--- src/rtl/mux_sel_scan_ctrl.sv ---
// mux_sel_scan_ctrl: upstream driver for a WIDTH-bit 2:1 select mux.
// Holds two committed operands (d0, d1), scans the mux select x once per
// DIV-cycle slot and drives active-low digit enables that track x.
// Operand writes land in shadow registers and are committed only when x
// wraps from slot 1 back to slot 0, so the mux never shows a mixed pair.
// Optional: define MUX_SEL_BLANK_EN to blank the enables for BLANK cycles
// after every select change (and for the first slot after reset).
module mux_sel_scan_ctrl #(
  parameter int unsigned WIDTH = 4,
  parameter int unsigned DIV   = 50000,
  parameter int unsigned BLANK = 16
) (
  input  logic             clk,
  input  logic             rst_n,
  input  logic             load,
  input  logic [WIDTH-1:0] din0,
  input  logic [WIDTH-1:0] din1,
  input  logic             hold,
  output logic [WIDTH-1:0] d0,
  output logic [WIDTH-1:0] d1,
  output logic             x,
  output logic [1:0]       an,
  output logic             tick,
  output logic             pending
);

  localparam int unsigned CntW = (DIV > 1) ? $clog2(DIV) : 1;
  localparam logic [CntW-1:0] CntMax = CntW'(DIV - 1);

  // Reject parameter sets the scan cannot honour.
  if (DIV < 1 || BLANK >= DIV) begin : gen_bad_params
    $error("mux_sel_scan_ctrl: need DIV >= 1 and BLANK < DIV");
  end

  logic [CntW-1:0]  cnt_q, cnt_d;
  logic             tick_q, tick_d;
  logic             x_q, x_d;
  logic [1:0]       an_q, an_d;
  logic [WIDTH-1:0] d0_q, d0_d, d1_q, d1_d;
  logic [WIDTH-1:0] sh0_q, sh0_d, sh1_q, sh1_d;
  logic             pending_q, pending_d;
  logic             toggle, commit;
  logic [1:0]       an_sel;

`ifdef MUX_SEL_BLANK_EN
  localparam int unsigned BlankW = (BLANK > 1) ? $clog2(BLANK) : 1;
  localparam logic [BlankW-1:0] BlankInit = (BLANK > 0) ? BlankW'(BLANK - 1) : '0;
  logic [BlankW-1:0] blank_q, blank_d;
`endif

  // Prescaler, select toggle, frame commit and shadow load.
  always_comb begin
    cnt_d     = (cnt_q == CntMax) ? '0 : cnt_q + 1'b1;
    tick_d    = (cnt_q == CntMax);
    // A tick under hold is consumed without moving the select.
    toggle    = tick_q & ~hold;
    x_d       = x_q ^ toggle;
    // Commit only on the 1->0 wrap, i.e. at the end of a full frame.
    commit    = toggle & x_q & pending_q;
    // Commit takes the pre-edge shadow; a coincident load refills it.
    d0_d      = commit ? sh0_q : d0_q;
    d1_d      = commit ? sh1_q : d1_q;
    sh0_d     = load ? din0 : sh0_q;
    sh1_d     = load ? din1 : sh1_q;
    pending_d = load | (pending_q & ~commit);
    an_sel    = x_d ? 2'b01 : 2'b10;
  end

`ifdef MUX_SEL_BLANK_EN
  // Enable generation with post-toggle blanking window.
  always_comb begin
    blank_d = blank_q;
    an_d    = an_sel;
    if (toggle) begin
      blank_d = BlankInit;
      an_d    = (BLANK == 0) ? an_sel : 2'b11;
    end else if (blank_q != '0) begin
      blank_d = blank_q - 1'b1;
      an_d    = 2'b11;
    end
  end

  // Blank counter state; the first slot after reset starts blanked.
  always_ff @(posedge clk or negedge rst_n) begin
    if (!rst_n) begin
      blank_q <= BlankInit;
    end else begin
      blank_q <= blank_d;
    end
  end
`else
  // Enables follow the next select value directly.
  always_comb begin
    an_d = an_sel;
  end
`endif

  // State registers; everything clears asynchronously on reset.
  always_ff @(posedge clk or negedge rst_n) begin
    if (!rst_n) begin
      cnt_q     <= '0;
      tick_q    <= 1'b0;
      x_q       <= 1'b0;
      an_q      <= 2'b11;
      d0_q      <= '0;
      d1_q      <= '0;
      sh0_q     <= '0;
      sh1_q     <= '0;
      pending_q <= 1'b0;
    end else begin
      cnt_q     <= cnt_d;
      tick_q    <= tick_d;
      x_q       <= x_d;
      an_q      <= an_d;
      d0_q      <= d0_d;
      d1_q      <= d1_d;
      sh0_q     <= sh0_d;
      sh1_q     <= sh1_d;
      pending_q <= pending_d;
    end
  end

  assign d0      = d0_q;
  assign d1      = d1_q;
  assign x       = x_q;
  assign an      = an_q;
  assign tick    = tick_q;
  assign pending = pending_q;

endmodule

--- config.mk ---
export PLATFORM = sky130hd
export DESIGN_NAME = mux_sel_scan_ctrl
export DESIGN_NICKNAME = d
export VERILOG_FILES = /design/src/rtl/mux_sel_scan_ctrl.sv
export SDC_FILE = /design/constraint.sdc
export NUM_CORES = 1
export LEC_CHECK = 0
export ABC_AREA = 1
export CORE_ASPECT_RATIO = 1.4
export CORE_MARGIN = 1
export CORE_UTILIZATION = 52
export CTS_CLUSTER_DIAMETER = 100
export DETAILED_ROUTE_END_ITERATION = 10
export MAX_ROUTING_LAYER = met4
export PLACE_DENSITY = 0.88
export SLEW_MARGIN = 20
export SYNTH_ARGS = -nofsm -noshare
export SYNTH_HDL_FRONTEND = slang
export SYNTH_SLANG_ARGS = --single-unit
--- constraint.sdc ---
create_clock -name clk -period 1.6 [get_ports clk]
set_input_delay 0.32 -clock clk [delete_from_list [all_inputs] [get_ports clk]]
set_output_delay 0.32 -clock clk [all_outputs]
set_load 0.03 [all_outputs]
==> metrics.yaml <==
status: "completed"
io_buffers: 24
crit_required_ns: 1.28
fin_crit_sh_pct: 94.1
first_pass_iters: 4
path_max_fanout: 1
synthAdderAreaFrac_pct: 1.54
die_area_sq_um: 3360
slew_viol_final: 0
grt_max_degree: 38
h-tree-depth: 2
vdd_ir_drop_max_uv: 676
cts_buffer_depth: 2
die_w_um: 49.3
cts_buffers: 5
rsz0062_at_grt: "false"
critPathLaunchType: "register"
cts-root-buf: "clkbuf_8"
postCtsSetupBuffers: 0
yosysUniqueCellTypes: 19
cp_slowest_stage_delay_ns: 0.51
final_nets: 241
grt_pass1_wl_mm: 5.29
syn-cell-area_sq_um: 1630
max_freq_ghz: 0.664
antenna_found_initial: 0
clkTransAtPathRegs_ns: 0.07
synth_compound_area_share_pct: 7.31
synth_fp_nets: 211
post-dp-hpwl_mm: 2.18
yosys.area_share.simple_pct: 23.6
n_fill_cell: 230
period_needed_ns: 1.51
end_kind: "output pin"
drive_gt1_share_pct: 5.29
synth_top_family_by_area: "simple AND/OR/NAND/NOR gates"
worst_pin_slew_ns: 0.469
hold_class: "in -> async"
gp_congestion: 0.832
synth_seq_area_share_pct: 57.1
pwr_density_cell_nw_per_um2: 853
cts_num_sinks: 37
dr_total_vias: 1289
rrSetupSlack_ns: 0.19
routedWlPerCell_um: 11.3
cap_violations: 0
grt_usage_pct: 22.4
synth-xor-area-share_pct: 2.15
finalSetupViolCount: 0
synthCells: 197
ys_ff_latch: 37
hold_viol_final: 0
vias_per_cell: 4.88
ant_nets: 0
cp_cell_sequence: "dlygate4sd2_1"
crit_family: "flip-flops"
fin_area_sq_um: 2000
critPathKind: "reg -> out"
antenna_cells_inserted: 0
initial_core_util_pct: 56.0
yosys_warnings: 0
synthMuxAreaShare_pct: 0
drc: 0
area_growth_pct: 22.7
slew_headroom_pct: 68.7
final_common_cell: "nand2_1"
regArea_sq_um: 928
clock_latency_ns: 0.29
grt_pass1_vias: 1304
avgSynthCellArea_sq_um: 8.26
hold_ws_ns: 0.402
core_sq_um: 2910
hold_buffers: 0
cp_num_buf_inv: 1
cts_tree: "built"
crit_arrival_ns: 1.19
gr-total-overflow: 0
wl_mm: 2.99
slowest_stage: "dfstp_2"
place_area_sq_um: 1930
die_h_um: 68.2
drt-initial-drc-count: 31
mostFrequentLayoutCells: "nand2_1, dfrtp_1, inv_1"
row_count: 23
fin_skew_ns: 0.00672
multiInputGateArea_sq_um: 563
io_pins: 25
leakage_nw: 1.08
kinds of logic (layout without fill, tap and decap cells):
kind of cell | after synthesis | after routing
adder cells (fa/ha/maj) | 2 | 2
flip-flops | 37 | 37
buffers and inverters | 36 | 66
XOR/XNOR | 4 | 4
AND/OR/NAND/NOR | 95 | 95
AO/OA/AOI/OAI | 23 | 23
worst paths after layout:
check,endpoint,startpoint,cells past startpoint
max,an[0],an[0],1
min,cnt_q[12],rst_n,2
max reg2reg,cnt_q[14],cnt_q[0],6
min reg2reg,cnt_q[0],cnt_q[0],1
max in group asynchronous,an[1],rst_n,2
min in group clk,cnt_q[0],cnt_q[0],1
stage by stage:
| stage | setup WS, ns | util, % | power, W | setup TNS [ns] | instances |
|---|---|---|---|---|---|
| 6_report | 0.0946 | 68.7 | 0.00170 | 0 | 264 |
| 5_1_grt | 0.0482 | 68.7 | 0.00178 | 0 | 264 |
| 4_1_cts | 0.0794 | 68.7 | 0.00173 | 0 | 264 |
| 3_5_place_dp | -0.0448 | 66.3 | 0.00108 | -0.113 | 257 |
| 3_3_place_gp | 0.0318 | 66.3 | 0.00107 | 0 | 257 |
| 2_1_floorplan | 0.229 | - | 0.00101 | 0 | 197 |
registers in the layout, indices dropped and copies added (netlist names):
register	cells
an	2
cnt_q	16
d0	4
d1	4
pending	1
sh0_q	4
sh1_q	4
tick	1
x	1
layer usage:
| metal | wire, um | vias up | share of wire (%) | global-route usage [%] |
|---|---|---|---|---|
| li1 | - | 659 | - | - |
| met1 | 1250 | 598 | 42 | 22.0 |
| met2 | 1540 | 27 | 51 | 40.2 |
| met3 | 120 | 5 | 4.0 | 5.33 |
| met4 | 77 | 0 | 2.6 | 13.2 |
| met5 | 0 | - | 0 | - |
area by class of cell:
cell class                      instances  area share (%)
Inverter                               34            6.39
Timing Repair Buffer                   25            12.2
Sequential cell                        37            46.5
Clock buffer                            7            4.33
Multi-Input combinational cell        124            28.2
Tap cell                               37            2.32
report_power, final:
part	switching (W)	internal, W	total (W)	leakage [nW]
Sequential	0.00000557	0.000959	0.000964	0.474
Clock	0.000305	0.000341	0.000646	0.0443
Combinational	0.0000502	0.0000413	0.0000914	0.562
what timing repair did:
| item | CTS | global route |
|---|---|---|
| endpoints found under the hold margin | 0 | 0 |
| setup endpoints to repair | 13 | 0 |
| resized for setup | 13 | 0 |
cell usage after synthesis:
library cell  count  share of area, %
nand2_1          49                11
dfrtp_1          35                54
inv_1            33               7.6
nor2_1           32               7.4
o21ai_0          19               5.8
nand3_1           7               2.2
xor2_1            4               2.2
nand4_1           3               1.2
clkbuf_1          2              0.46
dfstp_2           2               3.2
ha_1              2               1.5
nor3_1            2              0.62
a21oi_1           1              0.31
a31oi_1           1              0.38
inv_2             1              0.23
nand2_2           1              0.38
nor3_2            1              0.62
o21ai_1           1              0.31
o21bai_1          1              0.46
Power figures use the tool's default switching activity.
